==> config.mk <==
export PLATFORM = sky130hd
export DESIGN_NAME = pipe_stage_skid
export DESIGN_NICKNAME = d
export VERILOG_FILES = /design/src/rtl/pipe_stage_skid.sv
export SDC_FILE = /design/constraint.sdc
export NUM_CORES = 1
export LEC_CHECK = 0
export ABC_AREA = 1
export CAP_MARGIN = 0
export CELL_PAD_IN_SITES_DETAIL_PLACEMENT = 0
export CELL_PAD_IN_SITES_GLOBAL_PLACEMENT = 1
export CORE_AREA = 2 2 200 202
export CTS_CLUSTER_SIZE = 28
export DETAILED_ROUTE_END_ITERATION = 10
export DIE_AREA = 0 0 202 204
export GPL_ROUTABILITY_DRIVEN = 0
export PLACE_DENSITY = 0.79
export SLEW_MARGIN = 20
export SYNTH_ARGS = -nofsm -noshare
export SYNTH_HDL_FRONTEND = slang
export SYNTH_SLANG_ARGS = --single-unit
==> constraint.sdc <==
create_clock -name clk -period 3.35 [get_ports clk]
set_clock_uncertainty 0.15 [all_clocks]
set_input_delay 0.5025 -clock clk [delete_from_list [all_inputs] [get_ports clk]]
set_output_delay 0.5025 -clock clk [all_outputs]
set_load 0.02 [all_outputs]
==> src/rtl/pipe_stage_skid.sv <==
// Multi-lane valid/ready pipeline stage with a 2-entry skid buffer, lane kill and flush.
// Optional perf counters are enabled by defining PIPE_STAGE_PERF_EN.
module pipe_stage_skid #(
  parameter int LANES = 2,
  parameter int WIDTH = 64,
  parameter int CNT_W = 32
) (
  input  logic                   clk,
  input  logic                   rst,
  input  logic                   flash,
  input  logic [LANES-1:0]       in_valid,
  input  logic [LANES*WIDTH-1:0] in_data,
  output logic                   in_ready,
  output logic [LANES-1:0]       out_valid,
  output logic [LANES*WIDTH-1:0] out_data,
  input  logic                   out_ready,
  input  logic [LANES-1:0]       kill_mask,
  output logic [1:0]             occupancy
`ifdef PIPE_STAGE_PERF_EN
  ,
  output logic [CNT_W-1:0]       perf_stall_cnt,
  output logic [CNT_W-1:0]       perf_bubble_cnt
`endif
);

  typedef enum logic [1:0] {
    EMPTY = 2'd0,
    ONE   = 2'd1,
    TWO   = 2'd2
  } state_t;

  state_t                 state, state_nx;
  logic [LANES-1:0]       skid_valid;
  logic [LANES*WIDTH-1:0] skid_data;

  logic                   acc, drn, killed_all, pop;
  logic [LANES-1:0]       kept, head_valid_nx;
  logic                   head_from_in, head_from_skid, skid_from_in;

  assign acc        = (|in_valid) & in_ready;
  assign drn        = (|out_valid) & out_ready;
  assign kept       = out_valid & ~kill_mask;
  // A kill that empties the head retires it exactly like a drain.
  assign killed_all = (|out_valid) & ~out_ready & ~(|kept);
  assign pop        = drn | killed_all;
  assign occupancy  = state;

  // NOTE: every always_comb output gets a default first so no latch is inferred.
  always_comb begin
    state_nx       = state;
    head_valid_nx  = kept;
    head_from_in   = 1'b0;
    head_from_skid = 1'b0;
    skid_from_in   = 1'b0;
    case (state)
      EMPTY: begin
        if (acc) begin
          state_nx     = ONE;
          head_from_in = 1'b1;
        end
      end
      ONE: begin
        if (acc && !pop) begin
          state_nx     = TWO;
          skid_from_in = 1'b1;
        end else if (acc && pop) begin
          head_from_in = 1'b1;
        end else if (pop) begin
          state_nx      = EMPTY;
          head_valid_nx = '0;
        end
      end
      TWO: begin
        if (pop) begin
          state_nx       = ONE;
          head_from_skid = 1'b1;
        end
      end
      default: begin
        state_nx      = EMPTY;
        head_valid_nx = '0;
      end
    endcase
    if (head_from_in)   head_valid_nx = in_valid;
    if (head_from_skid) head_valid_nx = skid_valid;
    if (flash) begin
      state_nx       = EMPTY;
      head_valid_nx  = '0;
      head_from_in   = 1'b0;
      head_from_skid = 1'b0;
      skid_from_in   = 1'b0;
    end
  end

  // NOTE: sequential state uses non-blocking assignments only; the payload
  // registers are reset too because out_data is defined as zero after reset.
  always_ff @(posedge clk) begin
    if (rst) begin
      state      <= EMPTY;
      in_ready   <= 1'b1;
      out_valid  <= '0;
      out_data   <= '0;
      skid_valid <= '0;
      skid_data  <= '0;
    end else begin
      state     <= state_nx;
      in_ready  <= (state_nx != TWO);
      out_valid <= head_valid_nx;
      if (head_from_in)        out_data <= in_data;
      else if (head_from_skid) out_data <= skid_data;
      if (skid_from_in) begin
        skid_data  <= in_data;
        skid_valid <= in_valid;
      end else if (head_from_skid || flash) begin
        skid_valid <= '0;
      end
    end
  end

`ifdef PIPE_STAGE_PERF_EN
  // Saturating counters; flush does not clear them.
  always_ff @(posedge clk) begin
    if (rst) begin
      perf_stall_cnt  <= '0;
      perf_bubble_cnt <= '0;
    end else begin
      if ((|out_valid) && !out_ready && (perf_stall_cnt != '1))
        perf_stall_cnt <= perf_stall_cnt + CNT_W'(1);
      if ((out_valid == '0) && (perf_bubble_cnt != '1))
        perf_bubble_cnt <= perf_bubble_cnt + CNT_W'(1);
    end
  end
`endif

endmodule
==> summary.txt, run 1 <==
run status = finished, final reports clean
Fin. Hold Viols = 0
Worst setup EP type = primary output
hold buffers post-CTS = 0
post-synthesis compound-gate area fraction = 6.05%
Buffers on Ports = 268
largest net degree at the start of global routing = 97
post-layout net count = 1942
drt wl/cell = 17.3 µm
Syn Area/Cell = 7.09 µm²
Yosys Warn Count = 0
worst vdd ir = 400 µV
initial core utilization = 29.5%
leading cell types in the layout, fill and taps excluded = nand2_1, nand3_1, clkdlybuf4s50_1, dfxtp_1, inv_1
max-cap violations = 0
first-pass GRT wire length = 63.9 mm
worst path buffer plus inverter count = 1
DP Worst Slack = 0.335 ns
final setup TNS = 0 ns
critical path required time = 2.70 ns
Net Switching = 2.16 mW
commonest non-fill, non-tap cell in the layout = nand2_1
drt total wl = 40.8 mm
Sinks on Clock Net = 263
Setup Viol. Count Final = 0
vias per cell = 5.08
share of cells above drive strength 1 = 4.49%
die height = 204 µm
routed vias = 11900
Clk pwr share = 40.2%
Final min period = 2.47 ns
Pins Over Slew Limit = 0
DRC viols = 0
Critical Path Max Stage Delay = 0.73 ns
synthesis-to-finish area growth = 34.2%
vias in the first global route = 11200
Mapped Nets = 1767
Mapped Area = 11600 µm²
htree depth = 1
CORE AREA = 39200 µm²
delay-heaviest family, CP = buffers and inverters
Worst-Margin Slew = 1.13 ns
DRT Pass-1 Iters = 7
sequential element share of the synthesized area = 45.6%
RSZ-0062 raised after global routing = false
internal power = 5.64 mW
pwr dens = 503 nW/µm²
gr ovfl total = 0
Reg clk slew, reported paths = 0.06 ns
Fmax = 405 MHz
CTS Buf Count = 31
FF-to-FF setup slack = 0.99 ns
width of the chip = 202 µm
largest family of logic cells by synthesized area = simple AND/OR/NAND/NOR gates
CP Class = register to primary output
post-route ant nets = 0
gr usage total = 19.2%
Synth Register Bits = 263
Comb pwr share = 16.7%
Synth Area in Adders = 0%
TritonCTS clock tree = yes
XOR/XNOR Fraction of Synth Area = 0%
post-CTS setup buffers = 0
Hold Path Class = input port to register
post-synth cell types = 23
Worst EP arrival = 1.82 ns
Critical Path, Cell by Cell = clkdlybuf4s50_1
mux share of post-synthesis cell area = 0%
Gate Count Post-Synth = 1631
HPWL after detailed placement = 23.9 mm
maximum clock path buffer count = 3
Leak = 6.53 nW
Synth Area in Simple Gates = 37.6%
PostCTS Resize Cnt = 0
Flop pwr share = 43.1%
I/O Pins = 269
element type at the critical path start = register
Die Footprint = 41200 µm²
Root Driver = clkbuf_16
crit path max fanout = 8
number of DRC markers in iteration 0 = 896
Worst path slowest cell = clkdlybuf4s50_1
latest clock arrival within the worst-skew pair = 0.57 ns
worst setup slack after layout = 0.879 ns
sw frac = 27.7%
Final period util = 73.8%
Rel. slew slack = 24.7%
num rows = 73
initial antenna violation count = 2
## synthesized netlist by cell type, drive strengths merged
| library cell | count | share of area, % |
|---|---|---|
| nand4 | 131 | 7.1 |
| clkbuf | 67 | 2.2 |
| nand3 | 393 | 17 |
| buf | 89 | 4.0 |
| nor3 | 1 | 0.043 |
| dfxtp | 263 | 46 |
| a21boi | 1 | 0.065 |
| a31oi | 1 | 0.054 |
| inv | 142 | 4.6 |
| o21ai | 5 | 0.22 |
| nor2 | 6 | 0.28 |
| nand2 | 400 | 13 |
| a21oi | 132 | 5.7 |
## sequential cells by signal (all words and copies together) (netlist names)
name        count
out_data      128
skid_data     128
occupancy       2
out_valid       2
skid_valid      2
in_ready        1
## power by group through the flow
| stage | Sequential (mW) | Combinational, mW | Clock, mW |
|---|---|---|---|
| detailed placement | 3.43 | 1.31 | 0 |
| global route | 3.38 | 1.42 | 3.34 |
| CTS | 3.36 | 1.31 | 3.23 |
| floorplan | 3.53 | 0.565 | 0 |
| global placement | 3.43 | 1.30 | 0 |
| finish | 3.36 | 1.30 | 3.14 |
## cells by family after synthesis
family	Yosys count
AO/OA/AOI/OAI	139
buffers and inverters	298
flip-flops	263
AND/OR/NAND/NOR	931
## per-stage QoR
step                instance area [µm²]  instances  total power, mW  hold slack, ns  util [%]
detailed placement                14600       2298             4.74           0.305      37.2
global route                      15500       2352             8.14           0.208      39.6
finish                            15500       2352             7.81           0.198      39.6
global placement                  14600       2298             4.73           0.302      37.2
CTS                               15500       2350             7.91           0.171      39.6
floorplan                         11600       1631             4.10           0.295         -
## per-layer routing
layer  global-route usage, %  up-vias  wire length, µm
met4                    5.46        0              775
met3                    3.01       48             2640
met5                       0        -                0
li1                        -     5800                -
met1                    26.1     5669            18300
met2                    31.5      431            19000
## final timing paths
check	to	start	cells after the start
worst max-delay path	occupancy[0]	occupancy[0]$_SDFF_PP0_	1
worst min register to register	skid_data[72]$_SDFFE_PP0P_	skid_data[72]$_SDFFE_PP0P_	2
worst max register to register	out_data[56]$_SDFFE_PP0P_	in_ready$_SDFF_PP1_	7
worst min-delay path	skid_data[45]$_SDFFE_PP0P_	rst	2
## worst register-to-register path, cell delays in order (launching register included)
cell     delay [ns]
dfxtp_1        0.38
o21ai_1        0.17
nor2_4         0.22
buf_4          0.77
nand4_1        0.39
nand3_1        0.13
nand2_1        0.05
inv_1          0.06
## layout make-up
type | count | area [µm²]
Fill cell | 4044 | 23700
Sequential cell | 263 | 5270
Multi-Input combinational cell | 1070 | 5080
Timing Repair Buffer | 298 | 3040
Clock buffer | 48 | 870
Tap cell | 525 | 657
Inverter | 142 | 541
Clock inverter | 4 | 48.8
Antenna cell | 2 | 5.00
(Power assumes the default switching activity.)
==> inputs of run 2 (changes only) <==
- PLACE_DENSITY: 0.79 -> 0.81
- clock period: 3.35 -> 2.27 ns (I/O delays scaled with it)
==> run 2 against run 1 <==
Net effect:
- core utilization increased by 1.8 points
- via count increased by 2.1%
- non-clock buffer count increased by 44
- global-route usage increased by 0.63 points
- cell count increased by 1.9%
- first-iteration DRC count decreased by 23%
- die area unchanged
==> summary.txt, run 2 (synthesis results as in run 1) <==
run status = finished, final reports clean (unchanged)
Critical Path Max Stage Delay = 0.65 ns (was 0.73 ns)
CORE AREA = 39200 µm² (unchanged)
Root Driver = clkbuf_16 (unchanged)
Buffers on Ports = 268 (unchanged)
Fmax = 467 MHz
post-route ant nets = 0 (unchanged)
DRC viols = 0 (unchanged)
initial core utilization = 29.5% (unchanged)
CP Class = register to primary output (unchanged)
CTS Buf Count = 31 (unchanged)
Rel. slew slack = 55.3% (was 24.7%)
Non-Filler Instances = 2397 (was 2352)
HPWL after detailed placement = 26.0 mm (was 23.9 mm)
vias per cell = 5.09 (was 5.08)
first-pass GRT wire length = 66.4 mm (was 63.9 mm)
hold path depth = 2 (unchanged)
filler cell count = 3975 (was 4044)
RR Startpoint = out_valid[1]$_SDFF_PP0_ (was in_ready$_SDFF_PP1_)
delay-heaviest family, CP = buffers and inverters (unchanged)
htree depth = 1 (unchanged)
Pins Over Slew Limit = 0 (unchanged)
largest net degree at the start of global routing = 129 (was 97)
Die Footprint = 41200 µm² (unchanged)
drt total wl = 41.8 mm (was 40.8 mm)
Reg clk slew, reported paths = 0.06 ns (about the same)
max-cap violations = 0 (unchanged)
CP startpoint = out_valid[0]$_SDFF_PP0_ (was occupancy[0]$_SDFF_PP0_)
width of the chip = 202 µm (unchanged)
DRT Pass-1 Iters = 5 (was 7)
final setup TNS = 0 ns (unchanged)
maximum clock path buffer count = 3 (unchanged)
Placed Instances = 2342 (was 2298)
critical path required time = 1.78 ns (was 2.70 ns)
I/O Pins = 269 (unchanged)
Setup Viol. Count Final = 0 (unchanged)
Critical Path, Cell by Cell = clkdlybuf4s50_1 (unchanged)
Reg area = 5270 µm² (unchanged)
Worst path slowest cell = clkdlybuf4s50_1 (unchanged)
Worst setup EP type = primary output (unchanged)
Fin. Hold Viols = 0 (unchanged)
die height = 204 µm (unchanged)
latest clock arrival within the worst-skew pair = 0.57 ns (about the same)
Worst-Margin Slew = 0.671 ns (was 1.13 ns)
Sinks on Clock Net = 263 (unchanged)
num rows = 73 (unchanged)
gr ovfl total = 0 (unchanged)
TritonCTS clock tree = yes (unchanged)
initial antenna violation count = 2 (unchanged)
Hold Startpoint = rst (unchanged)
gr usage total = 19.8% (was 19.2%)
leading cell types in the layout, fill and taps excluded = nand2_1, nand3_1, clkdlybuf4s50_1, dfxtp_1, inv_1 (unchanged)
RSZ-0062 raised after global routing = false (unchanged)
element type at the critical path start = register (unchanged)
share of cells above drive strength 1 = 7.16% (was 4.49%)
Diodes inserted = 0 (was 2)
crit path max fanout = 4 (was 8)
Final min period = 2.14 ns
hold buffers post-CTS = 0 (unchanged)
Crit path depth = 1 (unchanged)
post-layout net count = 1986 (was 1942)
Worst EP arrival = 1.65 ns (was 1.82 ns)
multi-input logic area = 5080 µm² (unchanged)
routed vias = 12200 (was 11900)
commonest non-fill, non-tap cell in the layout = nand2_1 (unchanged)
synthesis-to-finish area growth = 40.3% (was 34.2%)
worst vdd ir = 491 µV (was 400 µV)
worst path buffer plus inverter count = 1 (unchanged)
Hold Path Class = input port to register (unchanged)
number of DRC markers in iteration 0 = 693 (was 896)
drt wl/cell = 17.4 µm (was 17.3 µm)
vias in the first global route = 12000 (was 11200)
Worst Reg2Reg Path Length in Cells = 10 (was 7)
pwr dens = 744 nW/µm² (was 503 nW/µm²)
Final period util = 94.4%
Leak = 6.92 nW (was 6.53 nW)
largest registers = out_data x128, skid_data x128 (unchanged)
run 2: metal layers:
metal	track usage (%)	share of wire, %
met4	7.04	2.8
met5	0	0.029
met2	33.9	48
met3	3.33	6.8
met1	25.1	43
run 2: repair_timing:
action | 4_1_cts | 5_1_grt
setup endpoints to repair | 2 | 1
hold endpoints to repair | 0 | 0
gates resized for setup | 2 | 1
pin swaps | 0 | 0
buffers inserted | 0 | 0
run 2: area by class of cell:
cell class                      instances  area share, %
Clock buffer                           46           5.50
Clock inverter                          9          0.803
Inverter                              142           3.33
Multi-Input combinational cell       1070           31.3
Sequential cell                       263           32.5
Tap cell                              525           4.05
Timing Repair Buffer                  342           22.5
run 2: worst paths after layout:
kind                                  to  slack (ns)
max                         out_valid[0]        0.13
max reg2reg  skid_data[108]$_SDFFE_PP0P_        0.21
min           skid_data[86]$_SDFFE_PP0P_        0.15
min reg2reg   skid_data[77]$_SDFFE_PP0P_        0.31
run 2: power by group:
part,switching [mW],internal [mW]
Combinational,1.17,0.899
Sequential,0.129,4.83
Clock,2.00,3.03
Total,3.30,8.77
run 2: through the flow:
step           hold slack [ns]  power (mW)  cell area (µm²)  worst slack (ns)  util [%]
2_1_floorplan            0.295        6.05            11600             0.496         -
3_3_place_gp             0.300        7.11            15200            -0.134      38.8
3_5_place_dp             0.304        7.13            15200            -0.171      38.8
4_1_cts                  0.121        12.2            16200            0.0224      41.4
5_1_grt                  0.149        12.6            16200            0.0233      41.4
6_report                 0.147        12.1            16200             0.127      41.4
==> inputs of run 3 (changes only) <==
- SKIP_CTS_REPAIR_TIMING: not set -> 1
==> run 3 against run 2 <==
Net effect:
- register-to-register slack is essentially flat
- highest routed layer unchanged
- sequential share of layout area hardly changed
- non-clock buffer count unchanged
- clock-buffer cell count unchanged
- core utilization about the same
- cell area hardly changed
- die area is the same
- maximum frequency is essentially flat
- first-iteration DRC count rose by 7.8%
- largest power group unchanged
- sequential power barely moved
- critical path type unchanged
- setup slack lost 0.0018 ns
==> summary.txt, run 3 (synthesis results as in run 1) <==
run status = finished, final reports clean (unchanged)
Sinks on Clock Net = 263 (unchanged)
commonest non-fill, non-tap cell in the layout = nand2_1 (unchanged)
Diodes inserted = 0 (unchanged)
routed vias = 12200 (about the same)
Worst Hold End = occupancy[0]$_SDFF_PP0_ (was skid_data[86]$_SDFFE_PP0P_)
latest clock arrival within the worst-skew pair = 0.57 ns (about the same)
Hold Startpoint = rst (unchanged)
Root Driver = clkbuf_16 (unchanged)
share of cells above drive strength 1 = 7.16% (unchanged)
pwr dens = 744 nW/µm² (about the same)
maximum clock path buffer count = 3 (unchanged)
Critical Path Max Stage Delay = 0.65 ns (about the same)
die height = 204 µm (unchanged)
Final min period = 2.15 ns (was 2.14 ns)
synthesis-to-finish area growth = 40.3% (about the same)
num rows = 73 (unchanged)
worst path buffer plus inverter count = 1 (unchanged)
Rel. slew slack = 56.0% (was 55.3%)
CP Class = register to primary output (unchanged)
critical path required time = 1.78 ns (about the same)
dpl cell area = 15200 µm² (unchanged)
RR Startpoint = out_valid[1]$_SDFF_PP0_ (unchanged)
internal power = 8.77 mW (about the same)
final setup TNS = 0 ns (unchanged)
Critical Path, Cell by Cell = clkdlybuf4s50_1 (unchanged)
post-route ant nets = 0 (unchanged)
drt total wl = 41.7 mm (was 41.8 mm)
Hold Path Class = input port to register (unchanged)
initial core utilization = 29.5% (unchanged)
Leak = 6.94 nW (was 6.92 nW)
Setup Viol. Count Final = 0 (unchanged)
Pins Over Slew Limit = 0 (unchanged)
number of DRC markers in iteration 0 = 747 (was 693)
sw frac = 27.3% (about the same)
crit path max fanout = 4 (unchanged)
first-pass GRT wire length = 66.4 mm (unchanged)
Buffers on Ports = 268 (unchanged)
max-cap violations = 0 (unchanged)
largest net degree at the start of global routing = 129 (unchanged)
Worst path slowest cell = clkdlybuf4s50_1 (unchanged)
Finished Cell Area = 16200 µm² (about the same)
Reg clk slew, reported paths = 0.06 ns (about the same)
DRC viols = 0 (unchanged)
htree depth = 1 (unchanged)
Clk pwr share = 41.8% (about the same)
Die Footprint = 41200 µm² (unchanged)
Worst-Margin Slew = 0.659 ns (was 0.671 ns)
Final Util = 41.4% (about the same)
Worst EP arrival = 1.65 ns (about the same)
FF-to-FF End = skid_data[108]$_SDFFE_PP0P_ (unchanged)
gr usage total = 19.8% (unchanged)
post-layout net count = 1986 (unchanged)
total chip power = 12.1 mW (about the same)
initial antenna violation count = 2 (unchanged)
TritonCTS clock tree = yes (unchanged)
largest registers = out_data x128, skid_data x128 (unchanged)
RSZ-0062 raised after global routing = false (unchanged)
delay-heaviest family, CP = buffers and inverters (unchanged)
drt wl/cell = 17.4 µm (about the same)
leading cell types in the layout, fill and taps excluded = nand2_1, nand3_1, clkdlybuf4s50_1, dfxtp_1, inv_1 (unchanged)
Worst Reg2Reg Path Length in Cells = 10 (unchanged)
Final period util = 94.5% (was 94.4%)
Fmax = 466 MHz (was 467 MHz)
Net Switching = 3.30 mW (about the same)
Comb pwr share = 17.1% (about the same)
vias per cell = 5.08 (was 5.09)
CORE AREA = 39200 µm² (unchanged)
Flop pwr share = 41.1% (about the same)
vias in the first global route = 12000 (unchanged)
width of the chip = 202 µm (unchanged)
gr ovfl total = 0 (unchanged)
Worst setup EP type = primary output (unchanged)
element type at the critical path start = register (unchanged)
DRT Pass-1 Iters = 5 (unchanged)
HPWL after detailed placement = 26.0 mm (unchanged)
I/O Pins = 269 (unchanged)
worst vdd ir = 492 µV (was 491 µV)
FF-to-FF setup slack = 0.21 ns (about the same)
Fin. Hold Viols = 0 (unchanged)
CTS Buf Count = 31 (unchanged)
hold path depth = 2 (unchanged)
## run 3: routing by layer
layer	vias up	track usage, %	share of wire, %
met5	-	0	0.031
met4	2	7.04	2.8
met3	73	3.33	6.4
met2	416	33.9	48
met1	5805	25.1	43
li1	5885	-	-
## run 3: layout make-up
type                    instances  area, µm²
fillers                      3973      23000
flip-flops and latches        263       5270
multi-input cells            1070       5080
repair buffers                342       3660
clock buffers                  46        892
well taps                     525        657
inverters                     142        541
clock inverters                 9        130
## run 3: worst reg2reg max path, delay by kind of cell, from the launching register on
family / cells / cell delay, ns
and+or+nand+nor: 6 / 0.64
DFF: 1 / 0.44
buffers and inverters: 3 / 0.60
AOI/OAI and AO/OA: 1 / 0.13
## run 3: how the worst max path moves through the flow
| stage | startpoint | endpoint | slack, ns | cells after the start |
|---|---|---|---|---|
| 6_report | out_valid[0]$_SDFF_PP0_ | out_valid[0] | 0.12 | 1 |
| 5_1_grt | out_valid[1]$_SDFF_PP0_ | skid_data[110]$_SDFFE_PP0P_ | 0.02 | 10 |
| 4_1_cts | occupancy[0]$_SDFF_PP0_ | occupancy[0] | -0.14 | 1 |
| 3_5_place_dp | kill_mask[1] | skid_data[95]$_SDFFE_PP0P_ | -0.17 | 12 |
| 3_3_place_gp | kill_mask[1] | skid_data[96]$_SDFFE_PP0P_ | -0.13 | 12 |
| 2_1_floorplan | occupancy[0]$_SDFF_PP0_ | out_data[42]$_SDFFE_PP0P_ | 0.50 | 9 |
## run 3: stage by stage
step / hold WS, ns / cells / setup WS [ns]
after detailed placement: 0.304 / 2342 / -0.171
after CTS: 0.121 / 2397 / -0.137
after global placement: 0.300 / 2342 / -0.134
after floorplan: 0.295 / 1631 / 0.496
final: 0.149 / 2397 / 0.125
after global routing: 0.149 / 2397 / 0.0232
## run 3: power by group through the flow
stage | sequential (mW) | clock, mW | combinational, mW
3_3_place_gp | 5.06 | 0 | 2.06
2_1_floorplan | 5.22 | 0 | 0.833
4_1_cts | 4.96 | 5.17 | 2.08
5_1_grt | 4.98 | 5.33 | 2.24
6_report | 4.96 | 5.04 | 2.07
3_5_place_dp | 5.06 | 0 | 2.07
